--- src/rtl/rs232_rx_pkg.sv ---
// rs232_rx_pkg -- shared constants for the RS232 receiver (and the matching
// transmitter): FSM state encodings, oversampling tick indices and the
// baud-divider helper.
// Ports: none (package).
package rs232_rx_pkg;

  // Ticks per bit; the tick indices below are only meaningful for 16.
  localparam int OVERSAMPLE = 16;

  // Tick indices within one bit period.
  localparam logic [3:0] T_S0   = 4'd6;
  localparam logic [3:0] T_S1   = 4'd7;
  localparam logic [3:0] T_S2   = 4'd8;
  localparam logic [3:0] T_LAST = 4'd15;

  // FSM state encodings.
  localparam logic [2:0] IDLE   = 3'd0;
  localparam logic [2:0] START  = 3'd1;
  localparam logic [2:0] DATA   = 3'd2;
  localparam logic [2:0] PARITY = 3'd3;
  localparam logic [2:0] STOP   = 3'd4;
  localparam logic [2:0] BREAK  = 3'd5;

  // Clocks per sample tick, rounded to nearest.
  function automatic int calc_div(input int clk_hz, input int baud);
    return (clk_hz + (baud * OVERSAMPLE) / 2) / (baud * OVERSAMPLE);
  endfunction

endpackage

--- src/rtl/rs232_rx_if.sv ---
// rs232_rx_if -- serial line and byte-output bundle of the RS232 receiver.
// Signals: RXD (serial in, idles high), RS_DATAOUT[7:0] (last good byte),
//          RS_DONE (byte pulse), FRAME_ERR (bad stop pulse), BUSY (frame in
//          progress), PARITY_ERR (only when RS232_RX_PARITY_EN is defined).
// Modports: master = receiver side, slave = line driver / byte consumer.
interface rs232_rx_if;
  logic       RXD;
  logic [7:0] RS_DATAOUT;
  logic       RS_DONE;
  logic       FRAME_ERR;
  logic       BUSY;
`ifdef RS232_RX_PARITY_EN
  logic       PARITY_ERR;
`endif

  modport master (
    input  RXD,
    output RS_DATAOUT, RS_DONE, FRAME_ERR, BUSY
`ifdef RS232_RX_PARITY_EN
    , PARITY_ERR
`endif
  );

  modport slave (
    output RXD,
    input  RS_DATAOUT, RS_DONE, FRAME_ERR, BUSY
`ifdef RS232_RX_PARITY_EN
    , PARITY_ERR
`endif
  );
endinterface

--- src/rtl/rs232_baud_tick.sv ---
// rs232_baud_tick -- free-running modulo-DIV counter producing a one-clock
// sample tick every DIV clocks.
// Ports: CLK_50MHZ (clock), RST_N (async active-low reset),
//        clr (restart the period, aligns the phase to a start edge),
//        tick (one-clock pulse, first one DIV clocks after clr).
module rs232_baud_tick #(
  parameter int DIV = 27
) (
  input  logic CLK_50MHZ,
  input  logic RST_N,
  input  logic clr,
  output logic tick
);
  localparam int CW = (DIV > 1) ? $clog2(DIV) : 1;

  logic [CW-1:0] cnt_reg;

  always_ff @(posedge CLK_50MHZ or negedge RST_N) begin
    if (!RST_N) begin
      cnt_reg <= '0;
      tick    <= 1'b0;
    end else if (clr) begin
      cnt_reg <= '0;
      tick    <= 1'b0;
    end else if (cnt_reg == CW'(DIV - 1)) begin
      cnt_reg <= '0;
      tick    <= 1'b1;
    end else begin
      cnt_reg <= cnt_reg + 1'b1;
      tick    <= 1'b0;
    end
  end
endmodule

--- src/rtl/rs232_rx.sv ---
// rs232_rx -- 8N1 RS232 receiver, 16x oversampling with 3-sample majority.
// Ports: CLK_50MHZ (clock), RST_N (async active-low reset),
//        bus (rs232_rx_if.master): RXD in; RS_DATAOUT, RS_DONE, FRAME_ERR,
//        BUSY out (PARITY_ERR too when the parity option is built in).
// Build option: RS232_RX_PARITY_EN adds one even-parity bit after the data
// bits and the PARITY_ERR pulse output.
module rs232_rx
  import rs232_rx_pkg::*;
#(
  parameter int CLK_HZ = 50000000,
  parameter int BAUD   = 115200,
  parameter int DIV    = calc_div(CLK_HZ, BAUD)
) (
  input  logic CLK_50MHZ,
  input  logic RST_N,
  rs232_rx_if.master bus
);
  logic       meta_reg, rxs;
  logic [2:0] state_reg;
  logic [3:0] t_reg;
  logic [2:0] bit_reg;
  logic       s0_reg, s1_reg;
  logic [7:0] shreg_reg;
  logic [7:0] dataout_reg;
  logic       done_reg, ferr_reg;
  logic       tick, clr, vote;
`ifdef RS232_RX_PARITY_EN
  logic       par_reg, perr_reg;
`endif

  // Two-flop synchronizer; idles high so reset never looks like a start bit.
  always_ff @(posedge CLK_50MHZ or negedge RST_N) begin
    if (!RST_N) begin
      meta_reg <= 1'b1;
      rxs      <= 1'b1;
    end else begin
      meta_reg <= bus.RXD;
      rxs      <= meta_reg;
    end
  end

  // Restart the tick phase on the start edge so t=8 lands near mid-bit.
  assign clr = (state_reg == IDLE) && !rxs;

  rs232_baud_tick #(.DIV(DIV)) u_tick (
    .CLK_50MHZ (CLK_50MHZ),
    .RST_N     (RST_N),
    .clr       (clr),
    .tick      (tick)
  );

  // Third sample is the live value at t=8.
  assign vote = (s0_reg & s1_reg) | (s0_reg & rxs) | (s1_reg & rxs);

  always_ff @(posedge CLK_50MHZ or negedge RST_N) begin
    if (!RST_N) begin
      state_reg   <= IDLE;
      t_reg       <= '0;
      bit_reg     <= '0;
      s0_reg      <= 1'b1;
      s1_reg      <= 1'b1;
      shreg_reg   <= '0;
      dataout_reg <= '0;
      done_reg    <= 1'b0;
      ferr_reg    <= 1'b0;
`ifdef RS232_RX_PARITY_EN
      par_reg     <= 1'b0;
      perr_reg    <= 1'b0;
`endif
    end else begin
      done_reg <= 1'b0;
      ferr_reg <= 1'b0;
`ifdef RS232_RX_PARITY_EN
      perr_reg <= 1'b0;
`endif
      case (state_reg)
        IDLE: begin
          t_reg   <= '0;
          bit_reg <= '0;
          if (!rxs) state_reg <= START;
        end
        BREAK: begin
          // One FRAME_ERR per break: stay here until the line is released.
          if (rxs) state_reg <= IDLE;
        end
        START, DATA, PARITY, STOP: begin
          if (tick) begin
            t_reg <= t_reg + 4'd1;   // wraps 15 -> 0 at the bit boundary
            if (t_reg == T_S0) s0_reg <= rxs;
            if (t_reg == T_S1) s1_reg <= rxs;
            if (t_reg == T_S2) begin
              case (state_reg)
                START: if (vote) state_reg <= IDLE;  // glitch, not a start bit
                DATA:  shreg_reg <= {vote, shreg_reg[7:1]};
`ifdef RS232_RX_PARITY_EN
                PARITY: par_reg <= vote;
`endif
                STOP: begin
                  // Decide at mid-stop so a following start edge is caught.
                  if (!vote) begin
                    ferr_reg  <= 1'b1;
                    state_reg <= BREAK;
                  end else begin
                    state_reg <= IDLE;
`ifdef RS232_RX_PARITY_EN
                    if (^{shreg_reg, par_reg}) begin
                      perr_reg <= 1'b1;
                    end else begin
                      dataout_reg <= shreg_reg;
                      done_reg    <= 1'b1;
                    end
`else
                    dataout_reg <= shreg_reg;
                    done_reg    <= 1'b1;
`endif
                  end
                end
                default: ;
              endcase
            end
            if (t_reg == T_LAST) begin
              case (state_reg)
                START: state_reg <= DATA;
                DATA: begin
                  if (bit_reg == 3'd7) begin
`ifdef RS232_RX_PARITY_EN
                    state_reg <= PARITY;
`else
                    state_reg <= STOP;
`endif
                  end else begin
                    bit_reg <= bit_reg + 3'd1;
                  end
                end
                PARITY: state_reg <= STOP;
                default: ;
              endcase
            end
          end
        end
        default: state_reg <= IDLE;
      endcase
    end
  end

  assign bus.RS_DATAOUT = dataout_reg;
  assign bus.RS_DONE    = done_reg;
  assign bus.FRAME_ERR  = ferr_reg;
  assign bus.BUSY       = (state_reg != IDLE);
`ifdef RS232_RX_PARITY_EN
  assign bus.PARITY_ERR = perr_reg;
`endif
endmodule

--- src/flat_wrapper.sv ---
// flat-port wrapper written by rule: the top's interface ports become plain ports
module rs232_rx_flat import rs232_rx_pkg::*;
#(
  parameter int CLK_HZ = 50000000,
  parameter int BAUD   = 115200,
  parameter int DIV    = calc_div(CLK_HZ, BAUD)
)
  (CLK_50MHZ, RST_N, bus_RXD, bus_RS_DATAOUT, bus_RS_DONE, bus_FRAME_ERR, bus_BUSY);
  rs232_rx_if bus_i ();
  input  logic CLK_50MHZ;
  input  logic RST_N;
  input wire logic [$bits(bus_i.RXD)-1:0] bus_RXD;
  output wire logic [$bits(bus_i.RS_DATAOUT)-1:0] bus_RS_DATAOUT;
  output wire logic [$bits(bus_i.RS_DONE)-1:0] bus_RS_DONE;
  output wire logic [$bits(bus_i.FRAME_ERR)-1:0] bus_FRAME_ERR;
  output wire logic [$bits(bus_i.BUSY)-1:0] bus_BUSY;
  assign bus_i.RXD = bus_RXD;
  assign bus_RS_DATAOUT = bus_i.RS_DATAOUT;
  assign bus_RS_DONE = bus_i.RS_DONE;
  assign bus_FRAME_ERR = bus_i.FRAME_ERR;
  assign bus_BUSY = bus_i.BUSY;
  rs232_rx #(.CLK_HZ(CLK_HZ), .BAUD(BAUD), .DIV(DIV)) u_core (.CLK_50MHZ(CLK_50MHZ), .RST_N(RST_N), .bus(bus_i));
endmodule
--- config.mk ---
export PLATFORM = sky130hd
export DESIGN_NAME = rs232_rx_flat
export DESIGN_NICKNAME = d
export VERILOG_FILES = /design/src/rtl/rs232_rx_pkg.sv /design/src/rtl/rs232_rx_if.sv /design/src/rtl/rs232_baud_tick.sv /design/src/rtl/rs232_rx.sv /design/src/flat_wrapper.sv
export SDC_FILE = /design/constraint.sdc
export NUM_CORES = 1
export LEC_CHECK = 0
export ABC_AREA = 0
export BUFFER_PORTS_ARGS = -buffer_cell sky130_fd_sc_hd__buf_2
export CORE_ASPECT_RATIO = 0.5
export CORE_MARGIN = 4
export CORE_UTILIZATION = 60
export DETAILED_ROUTE_END_ITERATION = 10
export GPL_ROUTABILITY_DRIVEN = 0
export PLACE_DENSITY = 0.8
export SYNTH_ARGS = -nofsm -noshare
export SYNTH_HDL_FRONTEND = slang
export SYNTH_SLANG_ARGS = --single-unit
--- constraint.sdc ---
create_clock -name CLK_50MHZ -period 5.05 [get_ports CLK_50MHZ]
set_clock_uncertainty 0.15 [all_clocks]
set_input_delay 0.505 -clock CLK_50MHZ [delete_from_list [all_inputs] [get_ports CLK_50MHZ]]
set_output_delay 0.505 -clock CLK_50MHZ [all_outputs]
set_load 0.1 [all_outputs]
# Word-level counts from Yosys, hierarchy flattened
# Cells that the tools add are included.
[classes]
n_reduce_logical = 13
mux = 32
bitwise_logic = 5
addsub = 3
eq_ne = 17
[ops]
columns = ["op", "n"]
rows = [
  ["two-way mux 3 bit", 12],
  ["one-hot mux 3 bit (3 select lines)", 2],
  ["two-way mux 1 bit", 12],
  ["one-hot mux 3 bit (2 select lines)", 2],
  ["two-way mux 5 bit", 2],
  ["AND reduction 5 bit", 2],
  ["== test 3 bit (second input constant)", 3],
  ["AND reduction 3 bit", 3],
  ["== test 4 x 3 -> 1 bit (second input constant)", 2],
  ["== test 4 bit (second input constant)", 2],
  ["one-hot mux 4 bit (2 select lines)", 1],
  ["== test 3 x 2 -> 1 bit (second input constant)", 2],
  ["inequality test 2 x 1 -> 1 bit (second input constant)", 3],
  ["inequality test 2 bit (second input constant)", 3],
  ["adder 5 x 1 -> 5 bit (second input constant)", 1],
  ["== test 5 bit (second input constant)", 1],
  ["adder 4 x 1 -> 4 bit (second input constant)", 1],
  ["two-way mux 4 bit", 1],
  ["AND reduction 4 bit", 1],
  ["OR reduction 4 bit", 1],
  ["adder 3 x 1 -> 3 bit (second input constant)", 1],
  ["bitwise AND 1 bit", 3],
  ["== test 3 x 1 -> 1 bit (second input constant)", 1],
  ["zero test 3 bit", 1],
  ["6 further kinds", 7],
]
[totals]
reg_bits = 38
output_inout_bits = 11
in_bits = 3

# Logic depth before layout (Yosys ltp)
[depth]
depth_word = 11
depth_mapped = 6

# Cells and area by module
# Synthesis repeated with hierarchy kept, for this count alone.
[unflattened]
hier_cells = 153
area_unflattened_um2 = 1811.7
[modules_own_cells]
columns = ["mod", "n_inst", "area_each_um2", "seq_area_each_um2", "cells_per_inst"]
rows = [
  ["rs232_rx", 1, 1511.4, 805.8, 129],
  ["rs232_baud_tick", 1, 300.3, 150.1, 24],
]

# Worst setup path after synthesis
# No wires, ideal clock.
[synth_path]
path_kind = "register to register"
start = "register u_core.state_reg[2]"
end = "register u_core.u_tick.cnt_reg[2]"
t_required_ns = 4.772
t_arrival_ns = 1.644
period_less_slack_ns = 1.922
stages_incl_launch_ff = 6
setup_slack_ns = 3.128
path_buffers = 1
cell_sequence = "dfrtp_1 buf_2 nor3_2 inv_1 o21ai_2 nor2_1"
[synth_between]
elab_chain_cells = 3
[synth_lines]
columns = ["element", "line", "text"]
rows = [
  ["start, declared", "rs232_rx.sv:19", "logic [2:0] state_reg;"],
  ["start signal, assigned", "rs232_rx.sv:57", "state_reg <= IDLE;"],
  ["start signal, assigned", "rs232_rx.sv:80", "if (!rxs) state_reg <= START;"],
  ["start signal, assigned", "rs232_rx.sv:84", "if (rxs) state_reg <= IDLE;"],
  ["zero test 3 bit", "rs232_rx.sv:43", "assign clr = (state_reg == IDLE) && !rxs;"],
  ["logical AND 1 bit", "rs232_rx.sv:43", ""],
  ["two-way mux 5 bit", "rs232_baud_tick.sv:22", "end else if (clr) begin"],
  ["end signal, assigned", "rs232_baud_tick.sv:29", "cnt_reg <= cnt_reg + 1'b1;"],
  ["end, declared", "rs232_baud_tick.sv:16", "logic [CW-1:0] cnt_reg;"],
]
# Every way passes these cells.
# A chain may end at the register's enable or synchronous reset.

# Final worst setup path
[layout_path]
start = "register u_core.state_reg[2]"
end = "output port bus_BUSY"
[layout_between]
elab_chain_cells = 1
[layout_lines]
columns = ["element", "line", "text"]
rows = [
  ["nonzero test 3 bit", "rs232_rx.sv:149", "assign bus.BUSY = (state_reg != IDLE);"],
  ["end, declared", "flat_wrapper.sv:16", "output wire logic [$bits(bus_i.BUSY)-1:0] bus_BUSY;"],
]
# Every way passes these cells.

==> metrics <==
status=completed; Rel. slew slack=0.4508; I/O pin count=14; post-CTS sizing=0; GRT Util Overall=0.1761; Skew-Pair Late Insertion Delay=between 0.2 and 0.3 ns; Startpoint Class=register; clock-pin slew on the worst setup and hold paths=about 0.080 ns; GR peak layer=met2; Cell variety after synth=41; H-Tree Depth=2; vias per cell=around 5.7; dpl hpwl=around 2.2 mm; area share of the largest cell type after synthesis=0.4629; r2r setup slk=3.09 ns; Compound-Gate Fraction of Synth Area=0.03948; number of setup buffers added after CTS=0; Antenna diodes=0; final hold viol count=0; Wirelength per Cell=15.41 microns; vias in the first global route=1,078; Max Root-Sink Buffers=2; met1 usage=0.2430; initial DRC count=76; root buffer cell=clkbuf_8; synthesized instance count=approximately 150; GR Util met3=0.05779; share of cells above drive strength 1=0.3054; first-pass GRT wire length=about 5.2 mm; # rows=13; Fmax=399.1 MHz; Syn Area/Cell=12.09 sq um; Hold Buf Count CTS=0; most common cell after layout, fill and taps aside=dfrtp_1; Slew @ Worst Pin=0.8239 ns; 1st-pass router iterations=4; multi-input logic area=approximately 810 sq um; nets=approximately 180; Remaining DRCs=0; fin crit share=0.4962; WP data required=between 4 and 5 ns; Peak supply drop=~0.00027 V; syn_nets=162; simple-gate share of the synthesized area=0.1831; M2 GR Usage=0.2757; setup_tns=0 ns; CTS tree=built; CP endpoint kind=output port; leak pwr=0.9986 nW; CP arrival=1.85 ns; mux cell area share after synthesis=0.1361; IO buf count=13; TritonCTS Sinks=38; largest family of logic cells by synthesized area=simple AND/OR/NAND/NOR gates; synth warn=0; Num CTS Buffers=5; Initial Util=0.6686; antenna-violating nets left=0; RSZ-0062 raised after global routing=false; Non-Filler Instances=between 200 and 250; max-capacitance violation count=0; chip width=between 80 and 90 microns; Setup Crit Path Kind=register to output port; Fill cells=between 150 and 200; critical path peak fanout=15; Mapped Area=~1800 sq um; wirelength, routed=3.143 mm; cell taking the most area after synthesis=dfrtp_1; placed instance count=slightly below 200; pwr dens=about 280 nW/um^2; register area=roughly 960 sq um; XOR/XNOR Fraction of Synth Area=0.02383; Placement Cell Area=between 1500 and 2000 sq um; initial antenna violation count=0; Final Max Tran Viols=0; post-route cell area=around 2000 sq um; largest net degree at the start of global routing=39; worst hold path type=input pin to async pin; post-synthesis adder-cell area fraction=0.05922; die span in y=between 40 and 50 microns; RR Startpoint=u_core.t_reg[0]; clock period minus worst slack=2.506 ns; Syn-to-layout area delta=10.21%; most frequent cells in the layout=dfrtp_1, mux2_2, nor2_1, buf_2, nand2_1; Seq cells post-synth=38; Vias=~1,200; total gr overflow=0; reg2reg path depth=5; core area=2749 sq um; Setup-failing EPs final=0; register area share after synthesis=0.5201; ranking of synthesized cells by area=dfrtp_1, mux2_2, dfstp_2; Reg-to-Reg End=u_core.bus.RS_DATAOUT[6]; die area=between 4000 and 5000 sq um
## worst max path at each step
stage	slack (ns)	start	end
4_1_cts	2.54	u_core.state_reg[2]	bus_BUSY
3_3_place_gp	2.93	u_core.state_reg[2]	bus_BUSY
3_5_place_dp	2.88	u_core.state_reg[2]	bus_BUSY
5_1_grt	2.42	u_core.state_reg[2]	bus_BUSY
6_report	2.54	u_core.state_reg[2]	bus_BUSY
2_1_floorplan	3.13	u_core.state_reg[2]	u_core.u_tick.cnt_reg[2]
## synth_stat cells
cell type	number
a21oi_1	4
a31oi_1	1
a41o_1	1
and3_1	1
and3b_2	1
and4b_1	1
buf_2	2
buf_4	2
buf_6	1
clkbuf_1	1
dfrtp_1	34
dfstp_2	4
ha_1	7
inv_1	8
maj3_1	1
maj3_2	1
mux2_2	16
mux2_4	2
mux2i_1	4
nand2_1	9
nand2b_1	1
nand3_1	5
nand4_1	3
nand4_4	2
nand4b_1	4
nor2_1	13
nor2_4	1
nor2b_1	1
nor3_1	5
nor3_2	1
nor4_1	1
nor4_4	1
o211ai_1	2
o21a_1	1
o21ai_0	1
o21ai_2	1
or2_2	1
or3_1	1
or4_1	1
xnor2_1	1
xor2_1	4
## logic make-up after synthesis
| kind of cell | count (synthesis) |
|---|---|
| AO/OA/AOI/OAI | 11 |
| XOR/XNOR | 5 |
| adder cells (fa/ha/maj) | 9 |
| buffers and inverters | 14 |
| flip-flops | 38 |
| multiplexers | 22 |
| AND/OR/NAND/NOR | 53 |
## stage by stage
step           setup slack [ns]  power [W]  hold slack, ns    util
2_1_floorplan             3.128  0.0003124         0.05941       -
3_3_place_gp              2.930  0.0003193          0.1960  0.6946
3_5_place_dp              2.878  0.0003194          0.1987  0.6946
4_1_cts                   2.544  0.0005834          0.1718  0.7369
5_1_grt                   2.425  0.0006010          0.1619  0.7369
6_report                  2.544  0.0005764          0.1543  0.7369
## worst max-delay path, cell delays in order (launching register included)
cell and delay [ns]:
dfrtp_1 0.72, nor3_2 0.15, inv_1 0.22, buf_2 0.47
## final cells by class
class,count,area share
Tap cell,37,0.02285
Clock buffer,7,0.04262
Multi-Input combinational cell,100,0.4009
Timing Repair Buffer,13,0.03212
Clock inverter,1,0.01482
Inverter,8,0.01482
Sequential cell,38,0.4719
## per-layer routing
metal  share of wire  up-vias
met1            0.50      583
met3           0.033        2
met5               0        -
li1                -      559
met4          0.0060        0
met2            0.46       18
## power breakdown
part | total, W | switching (W) | internal [W]
logic | 0.00000646 | 0.00000581 | 0.000000651
clock network | 0.000263 | 0.000102 | 0.000161
registers | 0.000307 | 0.000000940 | 0.000306
total | 0.000576 | 0.000109 | 0.000467
(Power assumes the default switching activity.)
